$ cat src/rtl/led_centroid_reader_pkg.sv
// led_centroid_reader_pkg: shared calibration types for the reader, calibration FSM and accumulation RAM
package led_centroid_reader_pkg;
  typedef enum logic {READ, WRITE} accum_request_t;
  typedef enum logic [2:0] {IDLE, SCAN, DRAIN, DIVIDE, DONE} reader_state_t;
endpackage

$ cat src/rtl/led_centroid_reader_seq_divider.sv
// seq_divider: restoring unsigned divider, one quotient bit per cycle
// Ports: clk_pixel/rst; start_i loads dividend_i/divisor_i; done_o pulses
// NW cycles later with quotient_o holding the low QW bits of the quotient.
module seq_divider #(
  parameter int NW = 19,
  parameter int DW = 12,
  parameter int QW = 7
) (
  input  logic          clk_pixel,
  input  logic          rst,
  input  logic          start_i,
  input  logic [NW-1:0] dividend_i,
  input  logic [DW-1:0] divisor_i,
  output logic          done_o,
  output logic [QW-1:0] quotient_o
);
  localparam int KW = $clog2(NW + 1);
  logic [DW-1:0] rem_q, div_q, diff;
  logic [NW-1:0] quo_q;
  logic [KW-1:0] cnt_q;
  logic          busy_q, done_q, ge;
  logic [DW:0]   shifted;
  assign shifted    = {rem_q, quo_q[NW-1]};
  assign ge         = shifted >= {1'b0, div_q};
  // When ge holds the true difference is below the divisor, so DW bits suffice.
  assign diff       = shifted[DW-1:0] - div_q;
  assign done_o     = done_q;
  assign quotient_o = quo_q[QW-1:0];
  always_ff @(posedge clk_pixel) begin
    if (rst) begin
      rem_q  <= '0;
      div_q  <= '0;
      quo_q  <= '0;
      cnt_q  <= '0;
      busy_q <= 1'b0;
      done_q <= 1'b0;
    end else begin
      done_q <= 1'b0;
      if (start_i) begin
        rem_q  <= '0;
        quo_q  <= dividend_i;
        div_q  <= divisor_i;
        cnt_q  <= KW'(NW);
        busy_q <= 1'b1;
      end else if (busy_q) begin
        rem_q <= ge ? diff : shifted[DW-1:0];
        quo_q <= {quo_q[NW-2:0], ge};
        cnt_q <= cnt_q - KW'(1);
        if (cnt_q == KW'(1)) begin
          busy_q <= 1'b0;
          done_q <= 1'b1;
        end
      end
    end
  end
endmodule

$ cat src/rtl/led_centroid_reader.sv
// led_centroid_reader: scans the accumulation RAM and reports the centroid of cells holding target_id
// Ports: start/target_id begin a scan; ram_* is the read-request/result RAM port
// (requests gated by ram_ready, results in order with address tags);
// busy/done/found/x_out/y_out/count_out report the result.
module led_centroid_reader
  import led_centroid_reader_pkg::*;
#(
  parameter  int LED_ADDRESS_WIDTH = 10,
  parameter  int H_CELLS = 80,
  parameter  int V_CELLS = 45,
  localparam int DEPTH = H_CELLS * V_CELLS,
  localparam int AW = $clog2(DEPTH),
  localparam int XW = $clog2(H_CELLS),
  localparam int YW = $clog2(V_CELLS),
  localparam int CW = $clog2(DEPTH + 1)
) (
  input  logic                         clk_pixel,
  input  logic                         rst,
  input  logic                         start,
  input  logic [LED_ADDRESS_WIDTH-1:0] target_id,
  input  logic                         ram_ready,
  output logic [AW-1:0]                ram_addr_out,
  output logic                         ram_request_valid_out,
  input  logic [LED_ADDRESS_WIDTH-1:0] ram_read_in,
  input  logic [AW-1:0]                ram_addr_in,
  input  logic                         ram_result_valid_in,
  output logic                         busy,
  output logic                         done,
  output logic                         found,
  output logic [XW-1:0]                x_out,
  output logic [YW-1:0]                y_out,
  output logic [CW-1:0]                count_out
);
  reader_state_t                state_q, state_d;
  logic [LED_ADDRESS_WIDTH-1:0] target_q;
  logic [AW-1:0]                scan_q;
  logic [CW-1:0]                rcv_q, count_q;
  logic [XW-1:0]                col_q, qx_q, div_q;
  logic [YW-1:0]                row_q;
  logic [XW+CW-1:0]             sum_x_q;
  logic [YW+CW-1:0]             sum_y_q;
  logic                         phase_q, div_busy_q, take, hit, div_start, div_done;
  assign ram_request_valid_out = state_q == SCAN && ram_ready;
  assign ram_addr_out          = scan_q;
  // A result is consumed only when its tag is the next expected cell, so the
  // column/row pair always describes the returned address and stale words are dropped.
  assign take      = state_q != IDLE && ram_result_valid_in && CW'(ram_addr_in) == rcv_q;
  assign hit       = take && ram_read_in == target_q;
  assign div_start = state_q == DIVIDE && !div_busy_q && count_q != '0;
  assign busy      = state_q inside {SCAN, DRAIN, DIVIDE};
  assign done      = state_q == DONE;
  seq_divider #(.NW(XW + CW), .DW(CW), .QW(XW)) u_div (
    .clk_pixel (clk_pixel),
    .rst       (rst),
    .start_i   (div_start),
    .dividend_i(phase_q ? (XW + CW)'(sum_y_q) : sum_x_q),
    .divisor_i (count_q),
    .done_o    (div_done),
    .quotient_o(div_q)
  );
  always_comb begin
    state_d = state_q;
    unique case (state_q)
      IDLE:    state_d = start ? SCAN : IDLE;
      SCAN:    state_d = ram_request_valid_out && scan_q == AW'(DEPTH - 1) ? DRAIN : SCAN;
      DRAIN:   state_d = rcv_q == CW'(DEPTH) ? DIVIDE : DRAIN;
      DIVIDE:  state_d = count_q == '0 || (div_done && phase_q) ? DONE : DIVIDE;
      DONE:    state_d = IDLE;
      default: state_d = IDLE;
    endcase
  end
  always_ff @(posedge clk_pixel) begin
    if (rst) begin
      state_q    <= IDLE;
      target_q   <= '0;
      scan_q     <= '0;
      rcv_q      <= '0;
      count_q    <= '0;
      col_q      <= '0;
      row_q      <= '0;
      sum_x_q    <= '0;
      sum_y_q    <= '0;
      qx_q       <= '0;
      phase_q    <= 1'b0;
      div_busy_q <= 1'b0;
      found      <= 1'b0;
      x_out      <= '0;
      y_out      <= '0;
      count_out  <= '0;
    end else begin
      state_q <= state_d;
      if (state_q == IDLE && start) begin
        target_q   <= target_id;
        scan_q     <= '0;
        rcv_q      <= '0;
        count_q    <= '0;
        col_q      <= '0;
        row_q      <= '0;
        sum_x_q    <= '0;
        sum_y_q    <= '0;
        phase_q    <= 1'b0;
        div_busy_q <= 1'b0;
      end
      if (ram_request_valid_out) scan_q <= scan_q + AW'(1);
      if (take) begin
        rcv_q <= rcv_q + CW'(1);
        col_q <= col_q == XW'(H_CELLS - 1) ? '0 : col_q + XW'(1);
        row_q <= col_q == XW'(H_CELLS - 1) ? row_q + YW'(1) : row_q;
      end
      if (hit) begin
        sum_x_q <= sum_x_q + (XW + CW)'(col_q);
        sum_y_q <= sum_y_q + (YW + CW)'(row_q);
        count_q <= count_q + CW'(1);
      end
      if (div_start) div_busy_q <= 1'b1;
      if (div_done) begin
        div_busy_q <= 1'b0;
        phase_q    <= 1'b1;
        qx_q       <= phase_q ? qx_q : div_q;
      end
      if (state_q == DIVIDE && state_d == DONE) begin
        found     <= count_q != '0;
        count_out <= count_q;
        x_out     <= count_q == '0 ? '0 : qx_q;
        y_out     <= count_q == '0 ? '0 : div_q[YW-1:0];
      end
    end
  end
endmodule

$ cat config.mk
export PLATFORM = sky130hd
export DESIGN_NAME = led_centroid_reader
export DESIGN_NICKNAME = d
export VERILOG_FILES = /design/src/rtl/led_centroid_reader_pkg.sv /design/src/rtl/led_centroid_reader_seq_divider.sv /design/src/rtl/led_centroid_reader.sv
export SDC_FILE = /design/constraint.sdc
export NUM_CORES = 1
export LEC_CHECK = 0
export BUFFER_PORTS_ARGS = -buffer_cell sky130_fd_sc_hd__clkbuf_2
export CORE_UTILIZATION = 55
export CTS_CLUSTER_DIAMETER = 150
export CTS_CLUSTER_SIZE = 14
export DETAILED_ROUTE_END_ITERATION = 8
export GPL_TIMING_DRIVEN = 1
export PLACE_DENSITY = 0.87
export SYNTH_ARGS = -nofsm -noshare
export SYNTH_HDL_FRONTEND = slang
export SYNTH_HIERARCHICAL = 1
export SYNTH_SLANG_ARGS = --single-unit
$ cat constraint.sdc
create_clock -name clk_pixel -period 2.35 [get_ports clk_pixel]
set_input_delay 0.47 -clock clk_pixel [delete_from_list [all_inputs] [get_ports clk_pixel]]
set_output_delay 0.47 -clock clk_pixel [all_outputs]
set_load 0.005 [all_outputs]
## Yosys cells after proc, flatten, opt, wreduce, memory -nomap -nowiden

Index checks and enable logic that the tools add are counted.
Widths: inputs -> output; s select.

| operators by class | value |
|---|---|
| add/sub/neg operators | 9 |
| $lt $le $gt $ge | 1 |
| equality and inequality tests | 12 |
| muxes and demuxes | 34 |
| bitwise gates (word level) | 2 |
| reductions and logical operators | 28 |

Operator list:

| kind | number |
|---|---|
| $mux 19 | 5 |
| $mux 12 | 5 |
| $add 12x1->12 const B | 3 |
| $mux 18 | 2 |
| $mux 7 | 4 |
| $eq 12x12->1 const B | 2 |
| $mux 6 | 4 |
| $add 19x7->19 | 1 |
| $add 18x6->18 | 1 |
| $ge 13x12->1 | 1 |
| $eq 12x12->1 | 1 |
| $logic_not 12->1 | 1 |
| $pmux 3 s4 | 1 |
| $reduce_bool 12->1 | 1 |
| $reduce_bool 2->1 | 6 |
| $sub 12x12->12 | 1 |
| $eq 10x10->1 | 1 |
| $logic_and 1x1->1 | 10 |
| $mux 5 | 2 |
| $mux 1 | 9 |
| $add 7x1->7 const B | 1 |
| $eq 7x7->1 const B | 1 |
| $add 6x1->6 const B | 1 |
| $eq 3x2->1 const B | 2 |
| other kinds (15) | 20 |

| storage, ports and cells | value |
|---|---|
| bits in registers | 184 |
| bits of input ports | 37 |

## Depth between registers and ports, before layout

| depth | value |
|---|---|
| depth after elaboration | 7 |
| depth in mapped cells | 10 |

## Modules after synthesis

The synthesis kept the hierarchy.

By module, submodules not included:

| module | instances | cells each | area an instance (µm²) |
|---|---|---|---|
| led_centroid_reader | 1 | 867 | 7,031.7 |
| seq_divider | 1 | 334 | 2,787.7 |

## Worst setup path before layout

No wires, ideal clock.

| path | value |
|---|---|
| path type | register to register |
| start point | register count_q[0] |
| end point | register u_div.div_q[10] |
| setup time | 128 ps |
| data arrival time | 2,223 ps |
| required time | 2,222 ps |
| setup slack | -1 ps |
| cell stages (with the launch flop) | 10 |
| path buffers | 2 |
| clock period less this slack | 2,351 ps |
| path through | dfxtp_1 > inv_1 > ha_1 > nor4b_1 > nand3_1 > nor3b_1 > clkbuf_1 > buf_1 > mux2i_1 > nor2_1 |

| on the way | value |
|---|---|
| cells in the longest elaborated chain, start to end | 2 |

Ends and longest elaborated chain:

| what | RTL line | text |
|---|---|---|
| from (decl) | led_centroid_reader.sv:37 | `logic [CW-1:0] rcv_q, count_q;` |
| from (signal assigned) | led_centroid_reader.sv:113 | `count_q <= count_q + CW'(1);` |
| $reduce_bool 12->1 | led_centroid_reader.sv:49 | `assign div_start = state_q == DIVIDE && !div_busy_q && count_q != '0;` |
| $logic_and 1x1->1 | led_centroid_reader.sv:49 |  |
| named net div_start | led_centroid_reader.sv:42 | `logic phase_q, div_busy_q, take, hit, div_start, div_done;` |
| to (signal assigned) | led_centroid_reader_seq_divider.sv:42 | `div_q <= divisor_i;` |
| to (decl) | led_centroid_reader_seq_divider.sv:18 | `logic [DW-1:0] rem_q, div_q, diff;` |

The timed path passes the listed nets, and every way through them passes these cells.
A chain may end at the register's enable or synchronous reset.

## Final worst setup path

| path | value |
|---|---|
| start point | register u_div.div_q[10] |
| end point | register u_div.rem_q[0] |

| on the way | value |
|---|---|
| cells in the longest elaborated chain, start to end | 2 |

Ends and longest elaborated chain:

| what | RTL line | text |
|---|---|---|
| $ge 13x12->1 | led_centroid_reader_seq_divider.sv:24 | `assign ge = shifted >= {1'b0, div_q};` |
| $mux 12 | led_centroid_reader_seq_divider.sv:46 | `rem_q <= ge ? diff : shifted[DW-1:0];` |
| to (signal assigned) | led_centroid_reader_seq_divider.sv:46 |  |
| to (decl) | led_centroid_reader_seq_divider.sv:18 |  |

Every way passes these cells.

==> flow_summary.json <==
{
  "worstPathRequired_ns": 2.72,
  "die_w_microns": 136,
  "internal_power_mw": 4.76,
  "dr.pass1.iters": 5,
  "critPathKind": "flip-flop to flip-flop",
  "maxCapViolCount": 0,
  "synth.avg_cell_area_sq_um": 8.18,
  "async_reset_ff_share_pct": 0,
  "tightest_slew_ns": 0.725,
  "drt-total-wl_microns": 26000,
  "vias_per_cell": 6.07,
  "finalClockSkew_ns": 0.0152,
  "swShare_pct": 24.5,
  "hold_viol_final": 0,
  "syn_inst": 1201,
  "timing.final.ws_setup_ns": 0.0381,
  "synth_edf_count": 0,
  "crit_family": "compound AO/OA/AOI/OAI gates",
  "min_period_ns": 2.31,
  "ys_ff_latch": 184,
  "r2r-end": "u_div/rem_q[0]",
  "cp-endpoint": "u_div/rem_q[0]",
  "p_leak_nw": 4.38,
  "grt_max_degree": 122,
  "grt-ovfl-total": 0,
  "crit_arrival_ns": 2.68,
  "cts_tree": "built",
  "final-setup-viol-count": 0,
  "cts.sinks": 184,
  "cpPeakStageDelay_ns": 0.38,
  "drt_iter0_markers": 933,
  "h-tree-depth": 4,
  "multi_input_area_sq_um": 5740,
  "worstRegToRegCells": 8,
  "die_height_microns": 136,
  "r2r_start": "u_div/div_q[10]",
  "comb_power_share_pct": 3.9,
  "top_usage_layer": "met2",
  "pwr_density_cell_nw_per_um2": 548,
  "synth_top_flop_cell": "dfxtp_1",
  "cts-root-buf": "clkbuf_16",
  "total_power_mw": 6.31,
  "post-route-drc-count": 0,
  "grt_pass1_vias": 8916,
  "drive_above_1_share_pct": 20.0,
  "min_path_type": "input port to flip-flop",
  "clockBufferDepth": 2,
  "syn_area_sq_um": 9820,
  "fin_setup_tns_ns": 0,
  "grtUsageMet1_pct": 34.5,
  "worst-path-stages": 8,
  "grt_util_met2_pct": 46.4,
  "core_sq_um": 17400,
  "cp_num_buf_inv": 1,
  "instances_no_fill": 1537,
  "ant_nets": 0,
  "status": "complete, no violations",
  "grt_usage_pct": 28.4,
  "cts_made_buffers": 17,
  "finalCritPeriodShare_pct": 98.4,
  "insertedDiodeCount": 0,
  "yosys_warnings": 6,
  "routabilityCongestion": 0.894,
  "rrSetupSlack_ns": 0.04,
  "initial_core_util_pct": 56.6,
  "wl_per_cell_microns": 16.9,
  "p_seq_share_pct": 49.7,
  "grt_pass1_wl_microns": 41800,
  "nNetsFinal": 1373,
  "clock_latency_ns": 0.45,
  "critical_path.max_fanout": 7,
  "ios": 78,
  "port_buffers": 77,
  "slew_violations": 0,
  "clkPwrFrac_pct": 46.4,
  "start_kind": "flip-flop",
  "hpwlAfterDp_microns": 17600,
  "use_met3_pct": 5.13,
  "area_growth_pct": 17.1,
  "antenna_found_initial": 0,
  "fill_cells": 1244,
  "crit_slowest_cell": "mux2_2",
  "crit_path_cell_trace": "inv_1, ha_1, a21o_1, a211o_1, a41o_1, a21oi_4, mux2_2, o21ai_0",
  "yosysSeqAreaShare_pct": 37.5,
  "place_ws_ns": -0.111,
  "slew_headroom_pct": 51.5,
  "p_sw_mw": 1.55,
  "cp-end-kind": "flip-flop",
  "ys_types": 73,
  "vias": 9335,
  "crit_path_start": "u_div/div_q[10]",
  "dp.cells": 1501,
  "synth_nets": 1275,
  "seq_area_sq_um": 3690,
  "ir_drop_v": 0.000522,
  "die_area_sq_um": 18400,
  "clk_pin_slew_ns": 0.08,
  "fmax_mhz": 433,
  "num_rows": 48
}
-- worst min-delay path by stage --
stage	endpoint	start	slack, ns	depth (start not counted)
floorplan	sum_x_q[18]	sum_x_q[18]	0.44	1
global placement	y_out[3]	y_out[3]	0.44	2
detailed placement	x_out[6]	x_out[6]	0.44	2
CTS	target_q[0]	target_id[0]	0.23	3
global route	target_q[3]	target_id[3]	0.24	3
finish	target_q[1]	target_id[1]	0.24	3
-- routing by layer --
metal	wire length [microns]	vias to the layer above
met5	0	-
met4	1140	0
met3	1640	102
met2	12500	430
met1	10800	4371
li1	-	4432
-- metrics by stage --
| stage | cell area [sq um] | hold WS (ns) | util [%] |
|---|---|---|---|
| global route | 11500 | 0.244 | 66.3 |
| detailed placement | 10800 | 0.444 | 62.0 |
| global placement | 10800 | 0.441 | 62.0 |
| finish | 11500 | 0.241 | 66.3 |
| CTS | 11400 | 0.234 | 65.6 |
| floorplan | 9820 | 0.438 | - |
-- synth_stat cells, types with 19 or more instances --
master	instances	area share, %
nand2_1	129	4.9
xnor2_1	23	2.1
inv_1	37	1.4
nand3_1	69	3.5
mux2i_1	43	4.4
a21oi_1	131	6.7
nand4_1	20	1.3
mux2_2	19	2.2
xor2_1	23	2.1
nor3_1	27	1.4
clkbuf_1	54	2.1
dfxtp_1	184	38
o21ai_0	42	2.1
ha_1	34	4.3
nor2_1	139	5.3
-- power by group through the flow --
stage / combinational [mW] / clock [mW] / sequential (mW)
6_report: 0.243 / 2.93 / 3.14
3_5_place_dp: 0.235 / 0 / 3.21
3_3_place_gp: 0.232 / 0 / 3.21
4_1_cts: 0.238 / 2.94 / 3.14
5_1_grt: 0.263 / 3.06 / 3.14
2_1_floorplan: 0.144 / 0 / 3.21
-- sequential cells by signal (all words and copies together) (netlist names), 3 cells and up --
name / count
y_out: 6
rcv_q: 12
qx_q: 7
col_q: 7
u_div/div_q: 12
u_div/rem_q: 12
u_div/cnt_q: 5
sum_x_q: 19
ram_addr_out: 12
u_div/quo_q: 19
sum_y_q: 18
state_q: 3
count_q: 12
row_q: 6
count_out: 12
target_q: 10
x_out: 7
-- worst register-to-register path, delay by kind of cell (launching register included) --
family | cells | cell delay, ns
AOI/OAI and AO/OA | 5 | 1.12
adders and majority gates | 1 | 0.32
DFF | 1 | 0.36
buffers and inverters | 1 | 0.07
muxes | 1 | 0.38
-- cell usage in the layout (no fill, tap or decap), types with 10 or more instances in the layout --
cell	instances
dfxtp_1	179
nor2_1	137
nand2_1	129
a21oi_1	127
clkbuf_2	76
buf_4	71
nand3_1	69
mux2i_1	43
o21ai_0	39
inv_1	37
ha_1	34
nor3_1	25
xor2_1	23
xnor2_1	20
nand4_1	20
mux2_2	19
clkbuf_16	17
and3_1	11
o21a_1	11
nor4_1	10
xnor2_2	10
o211ai_1	10
-- cell type report --
type | instances | share of cell area, %
clock buffer | 19 | 3.85
clock inverter | 13 | 1.31
inverter | 38 | 1.24
multi-input combinational | 902 | 49.9
sequential | 184 | 32.1
tap | 225 | 2.45
timing repair buffer | 156 | 9.15
-- cell families after synthesis --
family / Yosys count / share of synthesized area [%]
buf+inv: 115 / 5.12
fa+ha+maj: 37 / 4.94
xor+xnor: 53 / 5.26
compound gates: 263 / 16.5
flops: 184 / 37.5
mux: 62 / 6.56
simple gates: 487 / 24.1
-- timing repair --
item / 4_1_cts / 5_1_grt
hold buffers: 0 / 0
cloned: 0 / 1
resized for setup: 4 / 27
endpoints found under the setup margin: 5 / 73
buffers inserted: 0 / 3
pin swaps: 0 / 3
Power figures use the tool's default switching activity.
